### src/rtl/alt_mem_ddrx_ecc_enc_arbiter_if.sv
// Handshake bundle shared by the wr/rmw requesters, the ECC encoder ports and the output queue.
interface alt_mem_ddrx_ecc_enc_arbiter_if #(
    parameter int DATA_W = 40,
    parameter int CODE_W = 8
);
    logic              wr_valid;
    logic              wr_ready;
    logic [DATA_W-1:0] wr_data;
    logic [CODE_W-1:0] wr_ecc_code;
    logic              wr_ecc_code_overwrite;

    logic              rmw_valid;
    logic              rmw_ready;
    logic [DATA_W-1:0] rmw_data;
    logic [CODE_W-1:0] rmw_ecc_code;
    logic              rmw_ecc_code_overwrite;

    logic [DATA_W-1:0] enc_input_data;
    logic [CODE_W-1:0] enc_input_ecc_code;
    logic              enc_input_ecc_code_overwrite;
    logic [DATA_W-1:0] enc_output_data;

    logic              out_valid;
    logic              out_ready;
    logic [DATA_W-1:0] out_data;
    logic              out_src;

    modport slave (
        input  wr_valid, wr_data, wr_ecc_code, wr_ecc_code_overwrite,
        output wr_ready,
        input  rmw_valid, rmw_data, rmw_ecc_code, rmw_ecc_code_overwrite,
        output rmw_ready,
        output enc_input_data, enc_input_ecc_code, enc_input_ecc_code_overwrite,
        input  enc_output_data,
        output out_valid, out_data, out_src,
        input  out_ready
    );

    modport master (
        output wr_valid, wr_data, wr_ecc_code, wr_ecc_code_overwrite,
        input  wr_ready,
        output rmw_valid, rmw_data, rmw_ecc_code, rmw_ecc_code_overwrite,
        input  rmw_ready,
        input  enc_input_data, enc_input_ecc_code, enc_input_ecc_code_overwrite,
        output enc_output_data,
        input  out_valid, out_data, out_src,
        output out_ready
    );
endinterface

### src/rtl/alt_mem_ddrx_ecc_enc_arbiter.sv
// Shares one ECC encoder between the host write path and the RMW merge path; encoded
// words are queued in grant order with their source tag, credit-limited so none is dropped.
module alt_mem_ddrx_ecc_enc_arbiter #(
    parameter int CFG_DATA_WIDTH            = 40,
    parameter int CFG_ECC_CODE_WIDTH        = 8,
    parameter int CFG_ENC_LATENCY           = 1,
    parameter int CFG_FIFO_DEPTH            = 4,
    parameter int CFG_FIFO_ADDR_WIDTH       = 2,
    parameter int CFG_STARVE_LIMIT          = 4,
    parameter int CFG_PORT_WIDTH_ENABLE_ECC = 1
) (
    input  logic                                 ctl_clk,
    input  logic                                 ctl_reset_n,
    input  logic [CFG_PORT_WIDTH_ENABLE_ECC-1:0] cfg_enable_ecc,
    alt_mem_ddrx_ecc_enc_arbiter_if.slave        bus,
    output logic                                 busy
);
    localparam int LAT  = CFG_ENC_LATENCY;
    localparam int CNTW = CFG_FIFO_ADDR_WIDTH + 1;
    localparam int CRW  = CFG_FIFO_ADDR_WIDTH + 2;

    logic [3:0]                     starve_cnt;
    logic                           starve_hit;
    logic                           can_grant;
    logic                           gnt_wr;
    logic                           gnt_rmw;
    logic                           grant;
    logic                           ecc_en;
    logic                           push;
    logic                           push_src;
    logic                           pop;
    logic [CFG_FIFO_ADDR_WIDTH-1:0] wr_ptr;
    logic [CFG_FIFO_ADDR_WIDTH-1:0] rd_ptr;
    logic [CNTW-1:0]                fifo_count;
    logic [CNTW-1:0]                fifo_count_nxt;
    logic [CRW-1:0]                 pipe_cnt;
    logic [CRW-1:0]                 credit_used;
    logic                           pipe_busy_nxt;

    logic [CFG_DATA_WIDTH-1:0]      fifo_data [CFG_FIFO_DEPTH];
    logic [CFG_FIFO_DEPTH-1:0]      fifo_src;

    // Credit covers beats already inside the encoder, so a stalled FIFO can never overflow.
    // Gating with the reset keeps both readys low for the whole reset window.
    assign credit_used = pipe_cnt + CRW'(fifo_count);
    assign can_grant   = ctl_reset_n && (credit_used < CRW'(CFG_FIFO_DEPTH));
    assign starve_hit  = bus.wr_valid && (starve_cnt == 4'(CFG_STARVE_LIMIT));
    assign gnt_rmw     = can_grant && bus.rmw_valid && !starve_hit;
    assign gnt_wr      = can_grant && bus.wr_valid && !gnt_rmw;
    assign grant       = gnt_wr || gnt_rmw;
    assign ecc_en      = |cfg_enable_ecc;

    assign bus.wr_ready  = gnt_wr;
    assign bus.rmw_ready = gnt_rmw;

    always_ff @(posedge ctl_clk or negedge ctl_reset_n) begin
        if (!ctl_reset_n) begin
            starve_cnt <= '0;
        end else if (!bus.wr_valid || gnt_wr) begin
            starve_cnt <= '0;
        end else if (gnt_rmw && (starve_cnt < 4'(CFG_STARVE_LIMIT))) begin
            starve_cnt <= starve_cnt + 4'd1;
        end
    end

    always_comb begin
        bus.enc_input_data               = '0;
        bus.enc_input_ecc_code           = '0;
        bus.enc_input_ecc_code_overwrite = 1'b0;
        if (gnt_rmw) begin
            bus.enc_input_data               = bus.rmw_data;
            bus.enc_input_ecc_code           = bus.rmw_ecc_code;
            bus.enc_input_ecc_code_overwrite = bus.rmw_ecc_code_overwrite && ecc_en;
        end else if (gnt_wr) begin
            bus.enc_input_data               = bus.wr_data;
            bus.enc_input_ecc_code           = bus.wr_ecc_code;
            bus.enc_input_ecc_code_overwrite = bus.wr_ecc_code_overwrite && ecc_en;
        end
    end

    // Tag pipe mirrors the encoder latency; its exit strobes the encoder output into the FIFO.
    generate
        if (LAT == 0) begin : g_nopipe
            assign push          = grant;
            assign push_src      = gnt_rmw;
            assign pipe_cnt      = '0;
            assign pipe_busy_nxt = 1'b0;
        end else begin : g_pipe
            logic [LAT-1:0] vld_pipe;
            logic [LAT-1:0] src_pipe;

            always_ff @(posedge ctl_clk or negedge ctl_reset_n) begin
                if (!ctl_reset_n) begin
                    vld_pipe <= '0;
                    src_pipe <= '0;
                end else begin
                    vld_pipe[0] <= grant;
                    src_pipe[0] <= gnt_rmw;
                    for (int i = 1; i < LAT; i++) begin
                        vld_pipe[i] <= vld_pipe[i-1];
                        src_pipe[i] <= src_pipe[i-1];
                    end
                end
            end

            always_comb begin
                pipe_cnt      = '0;
                pipe_busy_nxt = grant;
                for (int i = 0; i < LAT; i++) begin
                    pipe_cnt = pipe_cnt + CRW'(vld_pipe[i]);
                    if (i < LAT - 1) pipe_busy_nxt = pipe_busy_nxt || vld_pipe[i];
                end
            end

            assign push     = vld_pipe[LAT-1];
            assign push_src = src_pipe[LAT-1];
        end
    endgenerate

    assign pop            = (fifo_count != '0) && bus.out_ready;
    assign fifo_count_nxt = fifo_count + CNTW'(push) - CNTW'(pop);

    always_ff @(posedge ctl_clk) begin
        if (push) begin
            fifo_data[wr_ptr] <= bus.enc_output_data;
            fifo_src[wr_ptr]  <= push_src;
        end
    end

    always_ff @(posedge ctl_clk or negedge ctl_reset_n) begin
        if (!ctl_reset_n) begin
            wr_ptr     <= '0;
            rd_ptr     <= '0;
            fifo_count <= '0;
            busy       <= 1'b0;
        end else begin
            if (push) wr_ptr <= wr_ptr + 1'b1;
            if (pop)  rd_ptr <= rd_ptr + 1'b1;
            fifo_count <= fifo_count_nxt;
            busy       <= pipe_busy_nxt || (fifo_count_nxt != '0);
        end
    end

    // Head is masked when empty so storage left over from before a reset is never visible.
    assign bus.out_valid = (fifo_count != '0);
    assign bus.out_data  = bus.out_valid ? fifo_data[rd_ptr] : '0;
    assign bus.out_src   = bus.out_valid && fifo_src[rd_ptr];
endmodule

### src/flat_wrapper.sv
// flat-port wrapper written by rule: the top's interface ports become plain ports
module alt_mem_ddrx_ecc_enc_arbiter_flat 
#(
    parameter int CFG_DATA_WIDTH            = 40,
    parameter int CFG_ECC_CODE_WIDTH        = 8,
    parameter int CFG_ENC_LATENCY           = 1,
    parameter int CFG_FIFO_DEPTH            = 4,
    parameter int CFG_FIFO_ADDR_WIDTH       = 2,
    parameter int CFG_STARVE_LIMIT          = 4,
    parameter int CFG_PORT_WIDTH_ENABLE_ECC = 1
)
  (ctl_clk, ctl_reset_n, cfg_enable_ecc, busy, bus_wr_valid, bus_wr_data, bus_wr_ecc_code, bus_wr_ecc_code_overwrite, bus_wr_ready, bus_rmw_valid, bus_rmw_data, bus_rmw_ecc_code, bus_rmw_ecc_code_overwrite, bus_rmw_ready, bus_enc_input_data, bus_enc_input_ecc_code, bus_enc_input_ecc_code_overwrite, bus_enc_output_data, bus_out_valid, bus_out_data, bus_out_src, bus_out_ready);
  alt_mem_ddrx_ecc_enc_arbiter_if #(.DATA_W((40)), .CODE_W((8))) bus_i ();
  input  logic ctl_clk;
  input  logic ctl_reset_n;
  input  logic [CFG_PORT_WIDTH_ENABLE_ECC-1:0] cfg_enable_ecc;
  output logic busy;
  input wire logic [$bits(bus_i.wr_valid)-1:0] bus_wr_valid;
  input wire logic [$bits(bus_i.wr_data)-1:0] bus_wr_data;
  input wire logic [$bits(bus_i.wr_ecc_code)-1:0] bus_wr_ecc_code;
  input wire logic [$bits(bus_i.wr_ecc_code_overwrite)-1:0] bus_wr_ecc_code_overwrite;
  output wire logic [$bits(bus_i.wr_ready)-1:0] bus_wr_ready;
  input wire logic [$bits(bus_i.rmw_valid)-1:0] bus_rmw_valid;
  input wire logic [$bits(bus_i.rmw_data)-1:0] bus_rmw_data;
  input wire logic [$bits(bus_i.rmw_ecc_code)-1:0] bus_rmw_ecc_code;
  input wire logic [$bits(bus_i.rmw_ecc_code_overwrite)-1:0] bus_rmw_ecc_code_overwrite;
  output wire logic [$bits(bus_i.rmw_ready)-1:0] bus_rmw_ready;
  output wire logic [$bits(bus_i.enc_input_data)-1:0] bus_enc_input_data;
  output wire logic [$bits(bus_i.enc_input_ecc_code)-1:0] bus_enc_input_ecc_code;
  output wire logic [$bits(bus_i.enc_input_ecc_code_overwrite)-1:0] bus_enc_input_ecc_code_overwrite;
  input wire logic [$bits(bus_i.enc_output_data)-1:0] bus_enc_output_data;
  output wire logic [$bits(bus_i.out_valid)-1:0] bus_out_valid;
  output wire logic [$bits(bus_i.out_data)-1:0] bus_out_data;
  output wire logic [$bits(bus_i.out_src)-1:0] bus_out_src;
  input wire logic [$bits(bus_i.out_ready)-1:0] bus_out_ready;
  assign bus_i.wr_valid = bus_wr_valid;
  assign bus_i.wr_data = bus_wr_data;
  assign bus_i.wr_ecc_code = bus_wr_ecc_code;
  assign bus_i.wr_ecc_code_overwrite = bus_wr_ecc_code_overwrite;
  assign bus_wr_ready = bus_i.wr_ready;
  assign bus_i.rmw_valid = bus_rmw_valid;
  assign bus_i.rmw_data = bus_rmw_data;
  assign bus_i.rmw_ecc_code = bus_rmw_ecc_code;
  assign bus_i.rmw_ecc_code_overwrite = bus_rmw_ecc_code_overwrite;
  assign bus_rmw_ready = bus_i.rmw_ready;
  assign bus_enc_input_data = bus_i.enc_input_data;
  assign bus_enc_input_ecc_code = bus_i.enc_input_ecc_code;
  assign bus_enc_input_ecc_code_overwrite = bus_i.enc_input_ecc_code_overwrite;
  assign bus_i.enc_output_data = bus_enc_output_data;
  assign bus_out_valid = bus_i.out_valid;
  assign bus_out_data = bus_i.out_data;
  assign bus_out_src = bus_i.out_src;
  assign bus_i.out_ready = bus_out_ready;
  alt_mem_ddrx_ecc_enc_arbiter #(.CFG_DATA_WIDTH(CFG_DATA_WIDTH), .CFG_ECC_CODE_WIDTH(CFG_ECC_CODE_WIDTH), .CFG_ENC_LATENCY(CFG_ENC_LATENCY), .CFG_FIFO_DEPTH(CFG_FIFO_DEPTH), .CFG_FIFO_ADDR_WIDTH(CFG_FIFO_ADDR_WIDTH), .CFG_STARVE_LIMIT(CFG_STARVE_LIMIT), .CFG_PORT_WIDTH_ENABLE_ECC(CFG_PORT_WIDTH_ENABLE_ECC)) u_core (.ctl_clk(ctl_clk), .ctl_reset_n(ctl_reset_n), .cfg_enable_ecc(cfg_enable_ecc), .bus(bus_i), .busy(busy));
endmodule
### config.mk
export PLATFORM = sky130hd
export DESIGN_NAME = alt_mem_ddrx_ecc_enc_arbiter_flat
export DESIGN_NICKNAME = d
export VERILOG_FILES = /design/src/rtl/alt_mem_ddrx_ecc_enc_arbiter_if.sv /design/src/rtl/alt_mem_ddrx_ecc_enc_arbiter.sv /design/src/flat_wrapper.sv
export SDC_FILE = /design/constraint.sdc
export NUM_CORES = 1
export LEC_CHECK = 0
export CORE_MARGIN = 2
export CORE_UTILIZATION = 45
export CTS_CLUSTER_DIAMETER = 30
export DETAILED_ROUTE_END_ITERATION = 10
export HOLD_SLACK_MARGIN = 0.02
export PLACE_DENSITY_LB_ADDON = 0.05
export SKIP_LAST_GASP = 1
export SLEW_MARGIN = 10
export SYNTH_ARGS = -nofsm -noshare
export SYNTH_HDL_FRONTEND = slang
export SYNTH_SLANG_ARGS = --single-unit
### constraint.sdc
create_clock -name ctl_clk -period 3.35 [get_ports ctl_clk]
set_clock_uncertainty 0.05 [all_clocks]
set_input_delay 0.335 -clock ctl_clk [delete_from_list [all_inputs] [get_ports ctl_clk]]
set_output_delay 0.335 -clock ctl_clk [all_outputs]
set_load 0.005 [all_outputs]
==> impl_metrics.csv <==
group,metric,value,unit
outcome,status,"finished, final reports clean",
synth,synth_cell_types,32,
die,rows,48,
synth,synth_top_cell_by_area,"edfxtp_1",
synth,syn-instance-count,503,
clock_network,post_cts_resized,0,
pwr,leakage,3.796,nW
sta,hold-worst-slack,0.1954,ns
clock_network,cts_setup_buffers,0,
die,start_util,45.50,%
synth,async_flop_share,7.865,%
synth,synthTopCellsByArea,"edfxtp_1 63%, mux4_2 12%, dfrtp_1 4.5%, and2_1 3.7%, nand3_1 3.2%",
clock_network,cts-hold-fix-buffers,0,
die,die_w,135.3,µm
sta,period_needed,3.030,ns
worst_setup_path,reg2reg_depth,7,
clock_network,h-tree-depth,4,
synth,synth_top_area_share,63.45,%
global_routing,overflow,0,
sta,relSlewSlack,59.28,%
routing,wl_per_cell,18.58,µm
min_path,hp-class,"in -> async",
sta,maxSlewViolCount,0,
worst_setup_path,r2r_end,"u_core.busy$_DFF_PN0_",
placement,port_buffers,237,
pwr,switching_share,26.51,%
global_routing,grtUsageMet2,34.26,%
global_routing,antenna_found_initial,0,
synth,yosys_register_bits,178,
cells_and_area,antenna_cells,0,
clock_network,clock-sinks,178,
global_routing,met3_usage,5.574,%
pwr,combPwrFrac,35.9,%
worst_setup_path,r2r_slack,0.68,ns
cells_and_area,area_growth,42.83,%
global_routing,grtUsageTotal,20.52,%
clock_network,path_clk_slew,0.06,ns
worst_setup_path,crit_arrival,2.65,ns
synth,synth-compound-area-share,4.046,%
global_routing,grt_pass1_wl,28230,µm
placement,dp_hpwl,12550,µm
synth,yosysWarnings,0,
global_routing,grt_max_degree,58,
global_routing,grtUsageMet1,25.27,%
routing,viasPerCell,5.260,
sta,hold_viol_final,0,
clock_network,clock_latency,0.42,ns
synth,yosys.area_share.simple,10.72,%
pwr,peakVddDrop,0.4540,mV
worst_setup_path,startpoint_type,"flip-flop",
worst_setup_path,timing.rr.start,"u_core.fifo_count[0]$_DFF_PN0_",
worst_setup_path,crit_type,"reg -> out",
cells_and_area,post_route_cells_drive_above_1_share,14.06,%
run,maxCapViolations,0,
die,fp.dieH,135.3,µm
global_routing,top_usage_layer,"met2",
routing,postRouteAntennaNets,0,
routing,first_iter_violations,287,
worst_setup_path,crit_path_end_kind,"output port",
die,fp.coreArea,17060,µm²
synth,netlist_area,7761,µm²
sta,finalSetupTns,0,ns
die,die_area,18310,µm²
routing,drc,0,
pwr,power.switching,2.090,mW
sta,fmax,330.0,MHz
sta,rsz0062_at_grt,"no",
cells_and_area,final_nets,895,
synth,synth-xor-area-share,0.4514,%
synth,synthFlopType,"edfxtp_1",
clock_network,numCtsBuffers,17,
routing,drt-total-wl,18190,µm
routing,firstDrtPassIters,5,
worst_setup_path,cp.required,2.96,ns
synth,ys_seq_area_share,67.97,%
clock_network,cts_tree,"built",
sta,finalCritPeriodShare,90.45,%
sta,finalSetupViolations,0,
synth,synth_top_family_by_area,"multiplexers",
pwr,power_density,711.4,nW/µm²
synth,synth_adder_area_share,1.709,%
pwr,power_frac_clock,27.1,%
pwr,intPower,5.796,mW
synth,synth_nets,657,
clock_network,cts_buffer_depth,2,
synth,synthMuxAreaShare,11.90,%
synth,synth.avg_cell_area,15.43,µm²
pwr,pwr-share-seq,37.0,%
placement,place.gp.congestion,0.8701,
synth,synth_edf_count,164,
die,pin_count,238,
clock_network,root_buffer,"clkbuf_16",
sta,tightest_slew,0.6107,ns
routing,vias,5150,
worst_setup_path,path_max_fanout,36,
global_routing,first_global_vias,5375,
[cells in the final DEF, fill, tap and decap left out, types with 2 or more instances in the layout]
cell type	count
clkdlybuf4s50_1	236
edfxtp_1	164
nand2_1	55
nand3_1	50
a21oi_1	49
mux4_2	41
and2_1	41
clkbuf_16	17
buf_4	17
dfrtp_1	12
inv_1	9
ha_1	9
and2_2	5
bufinv_16	4
inv_6	4
buf_12	4
nor2_1	3
clkbuf_8	3
nor3b_1	2
or3_1	2
xnor2_1	2
o22ai_1	2
xor2_1	2
clkinv_4	2
[kinds of logic after synthesis]
kind of cell | after synthesis
compound gates | 57
xor+xnor | 4
fa+ha+maj | 10
buf+inv | 48
flops | 178
mux | 41
simple gates | 165
[metrics by stage]
step                      utilization, %  cell area, µm²  total power [mW]  std cells  setup WS [ns]
after floorplan                        -            7761             4.391        503         0.7107
after global placement             61.11           10420             5.811        947         0.5181
after detailed placement           61.11           10420             5.857        947         0.4799
after CTS                          64.97           11080             8.005        979         0.1137
after global routing               64.99           11090             8.302        979        0.09975
final                              64.99           11090             7.886        979         0.3200
[state kept, by name, indices dropped and copies added, names as in the netlist]
signal,cells
u_core.fifo_src,4
u_core.g_pipe.vld_pipe,1
u_core.wr_ptr,2
u_core.busy,1
u_core.fifo_count,3
u_core.g_pipe.src_pipe,1
u_core.rd_ptr,2
u_core.fifo_data,160
u_core.starve_cnt,4
[worst max-delay path: stages (launching register included)]
cell             delay [ns]
dfrtp_1                0.38
inv_1                  0.07
ha_1                   0.20
nand4b_1               0.13
and2_2                 0.39
buf_12                 0.24
nand2_1                0.08
a21oi_1                0.13
clkdlybuf4s50_1        0.57
[metal layers]
metal  routed length, µm  vias to the layer above
met5                   0                        -
met4                 557                        0
met3                1080                       33
met2                9363                      183
met1                7187                     2549
li1                    -                     2385
[power groups by stage]
| stage | sequential [mW] | combinational [mW] | clock [mW] |
|---|---|---|---|
| finish | 2.92 | 2.83 | 2.14 |
| global route | 2.96 | 3.08 | 2.27 |
| CTS | 2.93 | 2.90 | 2.18 |
| detailed placement | 2.98 | 2.88 | 0 |
| global placement | 2.95 | 2.86 | 0 |
| floorplan | 2.84 | 1.55 | 0 |
[cells in the mapped netlist, types with 3 or more instances]
cell / n
a21oi_1: 49
and2_1: 46
buf_2: 25
buf_6: 4
clkbuf_1: 8
dfrtp_1: 14
edfxtp_1: 164
ha_1: 9
inv_1: 9
mux4_2: 41
nand2_1: 56
nand3_1: 50
nor2_1: 3
[worst max path at each step]
| stage | from | end | slack, ns |
|---|---|---|---|
| 6_report | u_core.starve_cnt[0]$_DFFE_PN0P_ | bus_enc_input_data[17] | 0.32 |
| 5_1_grt | u_core.starve_cnt[0]$_DFFE_PN0P_ | bus_enc_input_data[25] | 0.1 |
| 3_3_place_gp | bus_rmw_valid | bus_enc_input_data[17] | 0.52 |
| 4_1_cts | u_core.starve_cnt[0]$_DFFE_PN0P_ | bus_enc_input_data[25] | 0.11 |
| 3_5_place_dp | bus_rmw_valid | bus_enc_input_data[25] | 0.48 |
| 2_1_floorplan | u_core.fifo_count[0]$_DFF_PN0_ | u_core.busy$_DFF_PN0_ | 0.71 |
[layout make-up]
class | instances | area (µm²)
inverters | 9 | 33.78
flip-flops and latches | 178 | 5280
clock buffers | 20 | 466.7
well taps | 225 | 281.5
fillers | 1274 | 5971
multi-input cells | 277 | 2257
clock inverters | 12 | 191.4
repair buffers | 258 | 2575
No activity file was read; power rests on OpenSTA's default activity.
